File: src/rtl/bullet_line_scanner.sv
// bullet_line_scanner: per-scanline bullet scan into a double-buffered line list,
// plus a registered per-pixel hit/colour lookup against the front list.
module bullet_line_scanner #(
    parameter int MAX_OBJ    = 64,
    parameter int ADDR_W     = 6,
    parameter int OBJ_SIZE   = 8,
    parameter int LINE_SLOTS = 8,
    parameter int X_W        = 10,
    parameter int Y_W        = 10
) (
    input  logic                              clk,
    input  logic                              reset,
    input  logic                              line_start,
    input  logic [Y_W-1:0]                    target_y,
    input  logic                              frame_start,
    input  logic [X_W-1:0]                    x,
    input  logic                              active,
    output logic                              rd_en,
    output logic [ADDR_W-1:0]                 rd_addr,
    input  logic [31:0]                       rd_data,
    output logic                              pix_hit,
    output logic [3:0]                        pix_color,
    output logic                              busy,
    output logic [$clog2(LINE_SLOTS+1)-1:0]   line_count,
    output logic                              overflow
);
    localparam int CW = $clog2(LINE_SLOTS + 1);
    localparam logic [ADDR_W-1:0] LAST = ADDR_W'(MAX_OBJ - 1);

    typedef enum logic [1:0] {IDLE, SCAN, DRAIN} state_t;

    state_t state_q, state_d;
    logic [Y_W-1:0] ty_q, ty_d;
    logic rd_en_q, rd_en_d;
    logic [ADDR_W-1:0] rd_addr_q, rd_addr_d;
    logic dv_q, dv_d;
    logic [LINE_SLOTS-1:0][X_W-1:0] bk_x_q, bk_x_d, fr_x_q, fr_x_d;
    logic [LINE_SLOTS-1:0][3:0] bk_c_q, bk_c_d, fr_c_q, fr_c_d;
    logic [LINE_SLOTS-1:0] bk_v_q, bk_v_d, fr_v_q, fr_v_d;
    logic [CW-1:0] bk_n_q, bk_n_d, fr_n_q, fr_n_d;
    logic ovf_q, ovf_d;
    logic pix_hit_q, pix_hit_d;
    logic [3:0] pix_col_q, pix_col_d;

    logic [X_W-1:0] obj_x;
    logic [Y_W-1:0] obj_y;
    logic [3:0] obj_c;
    logic obj_a, y_hit, last, abort, drop, swap;
    logic [LINE_SLOTS-1:0] px_hit;
    logic [3:0] px_col;
    logic unused_bits;

    assign obj_x = rd_data[22 +: X_W];
    assign obj_y = rd_data[12 +: Y_W];
    assign obj_c = rd_data[11:8];
    assign obj_a = rd_data[5];
    assign unused_bits = ^{rd_data[7:6], rd_data[4:0]};
    // Widened compare so by+OBJ_SIZE cannot wrap past the top of the field.
    assign y_hit = obj_a && ({1'b0, obj_y} <= {1'b0, ty_q})
                 && ({1'b0, ty_q} < {1'b0, obj_y} + (Y_W+1)'(OBJ_SIZE));
    assign last  = rd_addr_q == LAST;
    assign abort = line_start && state_q != IDLE;
    assign swap  = state_q == DRAIN && !line_start;

    always_comb begin
        state_d   = line_start ? SCAN
                  : (state_q == SCAN && last) ? DRAIN
                  : (state_q == DRAIN) ? IDLE : state_q;
        rd_en_d   = line_start || (state_q == SCAN && !last);
        rd_addr_d = line_start ? '0
                  : (state_q == SCAN && !last) ? rd_addr_q + ADDR_W'(1) : rd_addr_q;
        dv_d      = !line_start && rd_en_q;
        ty_d      = line_start ? target_y : ty_q;
    end

    always_comb begin
        bk_x_d = bk_x_q;
        bk_c_d = bk_c_q;
        bk_v_d = bk_v_q;
        bk_n_d = bk_n_q;
        drop   = 1'b0;
        if (line_start) begin
            bk_v_d = '0;
            bk_n_d = '0;
        end else if (dv_q && y_hit) begin
            if (bk_n_q < CW'(LINE_SLOTS)) begin
                for (int i = 0; i < LINE_SLOTS; i++) begin
                    if (CW'(i) == bk_n_q) begin
                        bk_x_d[i] = obj_x;
                        bk_c_d[i] = obj_c;
                        bk_v_d[i] = 1'b1;
                    end
                end
                bk_n_d = bk_n_q + CW'(1);
            end else begin
                drop = 1'b1;
            end
        end
        // The swap takes the back list including the word evaluated in DRAIN.
        fr_x_d = swap ? bk_x_d : fr_x_q;
        fr_c_d = swap ? bk_c_d : fr_c_q;
        fr_v_d = swap ? bk_v_d : fr_v_q;
        fr_n_d = swap ? bk_n_d : fr_n_q;
        ovf_d  = (abort || drop) ? 1'b1 : frame_start ? 1'b0 : ovf_q;
    end

    always_comb begin
        px_col = '0;
        for (int i = 0; i < LINE_SLOTS; i++)
            px_hit[i] = fr_v_q[i] && ({1'b0, fr_x_q[i]} <= {1'b0, x})
                      && ({1'b0, x} < {1'b0, fr_x_q[i]} + (X_W+1)'(OBJ_SIZE));
        for (int i = LINE_SLOTS - 1; i >= 0; i--)
            if (px_hit[i]) px_col = fr_c_q[i];
        pix_hit_d = (|px_hit) && active;
        pix_col_d = pix_hit_d ? px_col : 4'd0;
    end

    always_ff @(posedge clk or posedge reset) begin
        if (reset) begin
            state_q   <= IDLE;
            ty_q      <= '0;
            rd_en_q   <= 1'b0;
            rd_addr_q <= '0;
            dv_q      <= 1'b0;
            bk_x_q    <= '0;
            bk_c_q    <= '0;
            bk_v_q    <= '0;
            bk_n_q    <= '0;
            fr_x_q    <= '0;
            fr_c_q    <= '0;
            fr_v_q    <= '0;
            fr_n_q    <= '0;
            ovf_q     <= 1'b0;
            pix_hit_q <= 1'b0;
            pix_col_q <= '0;
        end else begin
            state_q   <= state_d;
            ty_q      <= ty_d;
            rd_en_q   <= rd_en_d;
            rd_addr_q <= rd_addr_d;
            dv_q      <= dv_d;
            bk_x_q    <= bk_x_d;
            bk_c_q    <= bk_c_d;
            bk_v_q    <= bk_v_d;
            bk_n_q    <= bk_n_d;
            fr_x_q    <= fr_x_d;
            fr_c_q    <= fr_c_d;
            fr_v_q    <= fr_v_d;
            fr_n_q    <= fr_n_d;
            ovf_q     <= ovf_d;
            pix_hit_q <= pix_hit_d;
            pix_col_q <= pix_col_d;
        end
    end

    assign rd_en      = rd_en_q;
    assign rd_addr    = rd_addr_q;
    assign pix_hit    = pix_hit_q;
    assign pix_color  = pix_col_q;
    assign busy       = state_q != IDLE;
    assign line_count = fr_n_q;
    assign overflow   = ovf_q;
endmodule
File: config.mk
export PLATFORM = sky130hd
export DESIGN_NAME = bullet_line_scanner
export DESIGN_NICKNAME = d
export VERILOG_FILES = /design/src/rtl/bullet_line_scanner.sv
export SDC_FILE = /design/constraint.sdc
export NUM_CORES = 1
export LEC_CHECK = 0
export CORE_MARGIN = 2
export CORE_UTILIZATION = 61
export DETAILED_ROUTE_END_ITERATION = 8
export GPL_ROUTABILITY_DRIVEN = 0
export PLACE_DENSITY_LB_ADDON = 0.15
export SLEW_MARGIN = 10
export SYNTH_ARGS = -nofsm -noshare
export SYNTH_HDL_FRONTEND = slang
export SYNTH_SLANG_ARGS = --single-unit
File: constraint.sdc
create_clock -name clk -period 11.8 [get_ports clk]
set_input_delay 2.36 -clock clk [delete_from_list [all_inputs] [get_ports clk]]
set_output_delay 2.36 -clock clk [all_outputs]
set_load 0.02 [all_outputs]
Word level (Yosys, flattened, before mapping) --
Cells that the tools add are included.
Storage, ports and cells: word-level logic and storage cells 174, output and inout bits 18, bits in registers 274, bits of input ports 57
Operators by class: reduce and logical (&&, ||, !) cells 35, equality and inequality tests 10, muxes and demuxes 55, $lt $le $gt $ge 19, add/sub/neg operators 11
Operators with widths (number):
- 2-to-1 mux 80 bit | 3
- adder 10 x 4 -> 11 bit (second input constant) | 9
- < comparator 10 x 11 -> 1 bit | 9
- 2-to-1 mux 32 bit | 3
- <= comparator 10 bit | 9
- 2-to-1 mux 10 bit | 8
- 2-to-1 mux 4 bit | 20
- logical AND 1 bit | 25
- 2-to-1 mux 8 bit | 3
- == test 3 x 4 -> 1 bit (first input constant) | 4
- 2-to-1 mux 1 bit | 13
- 2-to-1 mux 6 bit | 2
- == test 2 x 4 -> 1 bit (first input constant) | 2
- OR reduction 8 bit | 1
- adder 6 x 1 -> 6 bit (second input constant) | 1
- == test 6 bit (second input constant) | 1
- 2-to-1 mux 2 bit | 3
- nonzero test 2 bit | 3
- adder 4 x 1 -> 4 bit (second input constant) | 1
- == test 1 x 4 -> 1 bit (first input constant) | 1
- logical NOT 4 bit | 1
- < comparator 4 bit (second input constant) | 1
- nonzero test 3 bit | 1
- == test 2 x 1 -> 1 bit (second input constant) | 1
- 3 further kinds | 5

Longest topological paths before layout --
Gate-level depths: netlist of run 1.
depth after elaboration 12, mapped depth 14, gate-level depth less buffers 12

Least setup slack after synthesis of run 1 --
No wires, ideal clock.
path type input to register, from input rd_data[15], to register bk_c_q[28] (netlist name), data required time 11.675 ns, library setup time 0.125 ns, arrival 4.960 ns, slack 6.715 ns, cell stages on the path 13, cells stage by stage ha_1 -> and3_1 -> nand3_1 -> xor2_1 -> ha_1 -> a21oi_1 -> o211a_1 -> buf_4 -> inv_2 -> or4_4 -> nor2_2 -> buf_4 -> mux2_2
RTL lines:
- from (decl) | line 20 | input logic [31:0] rd_data,
- to (signal assigned) | line 143 | bk_c_q <= bk_c_d;
- to (decl) | line 38 | logic [LINE_SLOTS-1:0][3:0] bk_c_q, bk_c_d, fr_c_q, fr_c_d;

Final worst setup path of run 1 --
from input x[1], to register pix_col_q[1] (netlist: pix_color[1])
On the way: longest elaborated chain between the ends 12, elaborated cells on any way between the ends 43, classes of those cells 16 x order compare; 9 x mux; 18 x reduce/logical
Ends and longest elaborated chain:
- from (decl) | line 16 | input logic [X_W-1:0] x,
- <= comparator 10 bit | line 110 | px_hit[i] = fr_v_q[i] && ({1'b0, fr_x_q[i]} <= {1'b0, x})
- logical AND 1 bit | line 110
- logical AND 1 bit | line 111 | && ({1'b0, x} < {1'b0, fr_x_q[i]} + (X_W+1)'(OBJ_SIZE));
- 2-to-1 mux 4 bit (8 in a row) | line 113 | if (px_hit[i]) px_col = fr_c_q[i];
- 2-to-1 mux 4 bit * | line 115 | pix_col_d = pix_hit_d ? px_col : 4'd0;
- via pix_col_d[1] | line 43 | logic [3:0] pix_col_q, pix_col_d;
- to (signal assigned) | line 152 | pix_col_q <= pix_col_d;
- to (decl) | line 43
The timed path passes the listed nets; every way through them passes the cells marked *. A chain may end at the register's enable or synchronous reset.

==> results.json, run 1 <==
{
  "status": "completed",
  "routed_wl_um": 41910,
  "holdCritStartpoint": "bk_x_q[39]",
  "hold_viol_final": 0,
  "hpwl_um": 27640,
  "period_minus_slack_ns": 6.563,
  "cpPeakStageDelay_ns": 1.05,
  "worst_r2r_endpoint": "bk_x_q[71]",
  "post_synth_instance_area_um2": 16080,
  "port_buffers": 67,
  "synth_top_area_cell": "dfrtp_1",
  "detail_route.wl_per_cell_um": 21.91,
  "die_area_um2": 27680,
  "grt_pass1_vias": 11984,
  "ys_seq_area_frac": 0.4263,
  "report.final.slew_viol_count": 0,
  "min-delay-path-class": "reg2reg",
  "rr_worst_depth": 9,
  "synthToLayoutAreaGrowth_pct": 11.73,
  "synthCells": 1512,
  "arrival_ns": 6.93,
  "cpMaxStageDelayCell": "o41ai_1",
  "num_io_pins": 75,
  "whs_ns": 0.4613,
  "synth_cell_types": 68,
  "yosysWarningCount": 0,
  "clk_pin_slew_ns": 0.07,
  "drv_cap": 0,
  "crit_path_start_kind": "input port",
  "grt_use_total": 0.3023,
  "clock_latency_ns": 0.55,
  "synth_edf_count": 0,
  "htree_levels": 1,
  "tns_ns": 0,
  "critical_path_required_ns": 12.16,
  "setup-violations-final": 0,
  "critPathMaxFanout": 9,
  "min_to": "bk_x_q[39]",
  "ant_nets": 0,
  "die_x_um": 166.4,
  "fin_crit_sh": 0.5562,
  "synth_top_area_frac": 0.4263,
  "pre_cts_slack_ns": 4.907,
  "die_h_um": 166.4,
  "endpoint_kind": "flip-flop",
  "nets": 1806,
  "grt_max_degree": 154,
  "vias": 12276,
  "ys_ff_latch": 274,
  "hold_depth": 2,
  "fmaxAchievable_mhz": 152.4,
  "tightest_slew_ns": 1.128,
  "first_iter_violations": 1015,
  "layout-drive-gt1-share": 0.1452,
  "nFillCells": 2004,
  "firstDrtPassIters": 5,
  "crit_type": "in2reg",
  "r2r-start": "ty_q[1]",
  "finalClockSkew_ns": 0.01442,
  "cts_tree": "built",
  "globalRouteOverflowTotal": 0,
  "rsz0062_at_grt": "no",
  "cts_hold_buffers": 0,
  "total_power_mw": 2.160,
  "cts_buffers": 29,
  "syn_nets": 1763,
  "powerDensity_nw_per_um2": 120.2,
  "cts_resized": 0,
  "antenna_found_initial": 0,
  "coreArea_um2": 25980,
  "clkSinkCount": 274,
  "async_flop_share": 1.000,
  "path_cells": "clkdlybuf4s50_1 > inv_1 > ha_1 > nand2b_1 > a211o_1 > a21oi_1 > a2111oi_0 > o22ai_1 > nand3_1 > o41ai_1 > a311oi_1",
  "vias_per_cell": 6.417,
  "grt_first_pass_wirelength_um": 66010,
  "ir_worst_vdd_uv": 145.6,
  "yosys_most_used_dff": "dfrtp_1",
  "cts-root-buf": "clkbuf_16",
  "postSynthAreaPerCell_um2": 10.64,
  "p_leak_nw": 8.702,
  "drc_errors": 0,
  "rrSetupSlack_ns": 7.93,
  "postCtsSetupRepairBufs": 0,
  "synthTopCellsByArea": "dfrtp_1, ha_1, mux2_2",
  "cts.path.max_buffers": 3,
  "setup_ws_ns": 5.237,
  "start_util": 0.6190,
  "slew_headroom": 0.2477,
  "placementRows": 59
}
==> metal layers <==
layer | global-route usage | vias up | routed length (um)
met5 | 0 | - | 0
met4 | 0.1057 | 0 | 1492
met3 | 0.04886 | 77 | 3203
met2 | 0.4772 | 446 | 19020
met1 | 0.4272 | 6147 | 18190
li1 | - | 5606 | -
==> cell usage after synthesis (7+ instances only) <==
cell,number
nand2b_1,11
dfrtp_1,274
a21oi_1,44
o211ai_1,52
a211o_1,7
nand2_1,95
nand4_1,25
o22ai_1,11
a211oi_1,12
mux2_2,144
nor3_1,12
inv_1,83
xnor2_1,22
buf_2,14
o21ai_0,49
a21o_1,14
or2_2,14
o21a_1,12
mux2_1,16
ha_1,194
nor2_1,62
and3_1,36
clkbuf_1,44
xor2_1,29
nor2b_1,11
a31oi_1,20
nand3_1,121
==> cell usage in the layout, fill, tap and decap left out, types with 5 or more instances in the layout <==
| cell type | instances |
|---|---|
| nand2b_1 | 11 |
| mux2_1 | 16 |
| clkinv_2 | 8 |
| or2_2 | 14 |
| and3_1 | 36 |
| nand4_2 | 5 |
| o21a_1 | 12 |
| clkbuf_16 | 29 |
| nand4_1 | 25 |
| a211o_1 | 7 |
| clkdlybuf4s50_1 | 67 |
| a221oi_1 | 5 |
| a21o_1 | 14 |
| nor2b_1 | 11 |
| o22ai_1 | 11 |
| o221ai_1 | 6 |
| ha_1 | 194 |
| o211ai_1 | 52 |
| xor2_1 | 29 |
| clkbuf_8 | 5 |
| o21ai_0 | 49 |
| a31oi_1 | 20 |
| buf_4 | 6 |
| mux2_2 | 144 |
| dfrtp_1 | 274 |
| a21oi_1 | 44 |
| nor2_1 | 62 |
| and2_1 | 5 |
| nand2_1 | 95 |
| nand3_1 | 121 |
| xnor2_1 | 22 |
| a211oi_1 | 12 |
| nor3_1 | 12 |
| inv_1 | 82 |
==> report_power, final <==
part	internal, mW	total, mW	switching, mW	leakage, nW
Combinational	0.0809	0.214	0.133	4.50
Clock	0.569	0.952	0.383	0.491
Sequential	0.978	0.993	0.0153	3.71
==> kinds of logic after synthesis <==
logic type	share of synthesized area
and+or+nand+nor	0.1315
buffers and inverters	0.03563
adders and majority gates	0.1509
DFF	0.4263
xor gates and xnor gates	0.02777
AOI/OAI and AO/OA	0.1146
muxes	0.1133
==> critical path, delay by kind of cell <==
kind	cells	cell delay [ns]
simple gates	2	0.40
fa+ha+maj	1	0.47
compound gates	6	2.24
buf+inv	2	1.45
==> registers in the layout, summed over array words and instances, names as in the netlist, 6 cells and up <==
register and flops:
fr_v_q 8, ty_q 10, bk_c_q 32, bk_x_q 80, fr_x_q 80, bk_v_q 8
rd_addr 6, fr_c_q 32
==> worst max path at each step <==
stage,from,endpoint,slack [ns],cells after the start
after floorplan,reset,bk_c_q[0],1.89,1
after global placement,x[2],pix_color[0],5.01,11
after detailed placement,x[1],pix_color[1],4.91,11
after CTS,x[1],pix_color[1],5.47,11
after global routing,x[1],pix_color[1],5.20,11
final,x[1],pix_color[1],5.24,11
==> layout make-up <==
type                       instances  area [um^2]  share of cell area
inverter                          85        326.6             0.01817
multi-input combinational       1092         8657              0.4817
clock inverter                    15        183.9             0.01023
tap                              335        419.2             0.02332
sequential                       274         6857              0.3815
timing repair buffer              73        715.7             0.03982
clock buffer                      38        809.5             0.04505
antenna                            1        2.502           0.0001392
==> metrics by stage <==
step | std cells | instance area, um^2 | util
2_1_floorplan | 1512 | 16080 | -
3_3_place_gp | 1859 | 16980 | 0.6533
3_5_place_dp | 1859 | 16980 | 0.6533
4_1_cts | 1912 | 17970 | 0.6915
5_1_grt | 1912 | 17970 | 0.6915
6_report | 1913 | 17970 | 0.6916
(Power assumes the default switching activity.)
==> run 2, diff against run 1 <==
CORE_UTILIZATION = 56   (was 61)
clock period = 5.9 ns   (was 11.8 ns; I/O delays follow)
==> run 2 against run 1 <==
Against the previous run: first-iteration DRC count shrank 5.9%; routed wire length shrank 0.36%; cell count grew 3.7%; clock power grew 110%; clock-buffer cell count shrank 1; total power grew 100%; largest cell class unchanged.
==> results.json, run 2 (synthesis results as in run 1) <==
{
  "status": "completed",
  "min-delay-path-class": "reg2reg",
  "rrSetupSlack_ns": 2.41,
  "fmaxAchievable_mhz": 226.6,
  "htree_levels": 1,
  "critical_path_required_ns": 6.34,
  "nets": 1828,
  "vias": 12082,
  "ir_worst_vdd_uv": 170.8,
  "start_util": 0.5650,
  "clock_latency_ns": 0.56,
  "num_io_pins": 75,
  "crit_path_start_kind": "input port",
  "cts_buffers": 29,
  "cts-root-buf": "clkbuf_16",
  "finalClockSkew_ns": 0.01042,
  "cts_resized": 0,
  "layout_commonest_cell": "dfrtp_1",
  "rr_worst_depth": 13,
  "vias_per_cell": 6.093,
  "drc_errors": 0,
  "detail_route.wl_per_cell_um": 21.06,
  "min_to": "bk_x_q[49]",
  "report.final.slew_viol_count": 0,
  "grt_first_pass_wirelength_um": 65660,
  "first_iter_violations": 955,
  "clk_pin_slew_ns": 0.06,
  "reg_top3": "bk_x_q x80, fr_x_q x80",
  "worst_r2r_endpoint": "pix_color[3]",
  "cts_hold_buffers": 0,
  "clkSinkCount": 274,
  "r2r-start": "fr_x_q[65]",
  "port_buffers": 67,
  "die_area_um2": 30090,
  "cts_tree": "built",
  "routed_wl_um": 41760,
  "die_x_um": 173.5,
  "p_leak_nw": 8.817,
  "tightest_slew_ns": 1.010,
  "postCtsSetupRepairBufs": 0,
  "grt_use_total": 0.2791,
  "hpwl_um": 27960,
  "rsz0062_at_grt": "no",
  "critPathMaxFanout": 16,
  "placementRows": 62,
  "coreArea_um2": 28470,
  "grt_pass1_vias": 11756,
  "endpoint_kind": "flip-flop",
  "slew_headroom": 0.3268,
  "tns_ns": 0,
  "cts.path.max_buffers": 3,
  "die_h_um": 173.5,
  "holdCritStartpoint": "bk_x_q[49]",
  "ant_nets": 0,
  "crit_type": "in2reg",
  "setup-violations-final": 0,
  "final_cell_mix": "dfrtp_1, ha_1, mux2_2",
  "hold_depth": 2,
  "num_antenna_cells": 0,
  "globalRouteOverflowTotal": 0,
  "fin_crit_sh": 0.7478,
  "drv_cap": 0,
  "grt_max_degree": 186,
  "synthToLayoutAreaGrowth_pct": 13.50,
  "powerDensity_nw_per_um2": 240.5,
  "total_power_mw": 4.391,
  "antenna_found_initial": 1,
  "layout-drive-gt1-share": 0.1582,
  "hold_viol_final": 0,
  "arrival_ns": 4.85,
  "firstDrtPassIters": 5,
  "period_minus_slack_ns": 4.412
}
[run 2: changes by cell type in the layout (fill, tap and decap cells not counted), sizes merged]
cell / before / now
clkinv: 9 / 7
diode: 1 / 0
clkinvlp: 2 / 6
clkbuf: 38 / 37
buf: 6 / 28
bufinv: 4 / 5
inv: 85 / 83
[run 2: layer usage]
metal	GRT usage	share of wire	vias to the layer above	wire [um]
met5	0	0	-	0
met3	0.04496	0.065	68	2726
li1	-	-	5640	-
met4	0.07804	0.025	0	1030
met1	0.3939	0.45	5992	19000
met2	0.4488	0.46	382	19000
[run 2: area by class of cell]
cell class	count	area, um^2
fill	2307	10210
clock inverter	16	217.7
inverter	85	322.8
multi-input combinational	1092	8657
tap	384	480.5
clock buffer	37	815.8
sequential	274	6857
timing repair buffer	95	905.9
[run 2: critical path, stage by stage]
cell and delay [ns]:
clkdlybuf4s50_1 0.50, ha_1 0.27, and3_1 0.22, xnor2_1 0.14, ha_1 0.19, a2111oi_1 0.46
a2111o_1 0.40, nand4_2 0.66, mux2_2 0.54, mux2_2 0.26
[run 2: worst max-delay path by stage]
stage                     start   endpoint  slack, ns
floorplan                 reset  bk_c_q[0]       1.10
global placement    rd_data[15]  fr_c_q[2]       0.94
detailed placement  rd_data[15]  fr_c_q[2]       0.91
CTS                 rd_data[15]  fr_c_q[0]       1.47
global route        rd_data[15]  fr_c_q[1]       1.31
finish              rd_data[15]  fr_x_q[0]       1.49
[run 2: where the power goes]
| part | switching [mW] | internal, mW | leakage [nW] |
|---|---|---|---|
| Clock | 0.777 | 1.19 | 0.498 |
| Combinational | 0.266 | 0.170 | 4.61 |
| Sequential | 0.0303 | 1.96 | 3.71 |
[run 2: metrics by stage]
stage | setup WS, ns | instance area [um^2] | hold WS, ns | utilization | std cells
floorplan | 1.097 | 16090 | 0.4332 | - | 1512
global placement | 0.9434 | 17220 | 0.4431 | 0.6049 | 1930
detailed placement | 0.9086 | 17220 | 0.4551 | 0.6049 | 1930
CTS | 1.473 | 18260 | 0.4686 | 0.6413 | 1983
global route | 1.311 | 18260 | 0.5016 | 0.6413 | 1983
finish | 1.488 | 18260 | 0.4663 | 0.6413 | 1983
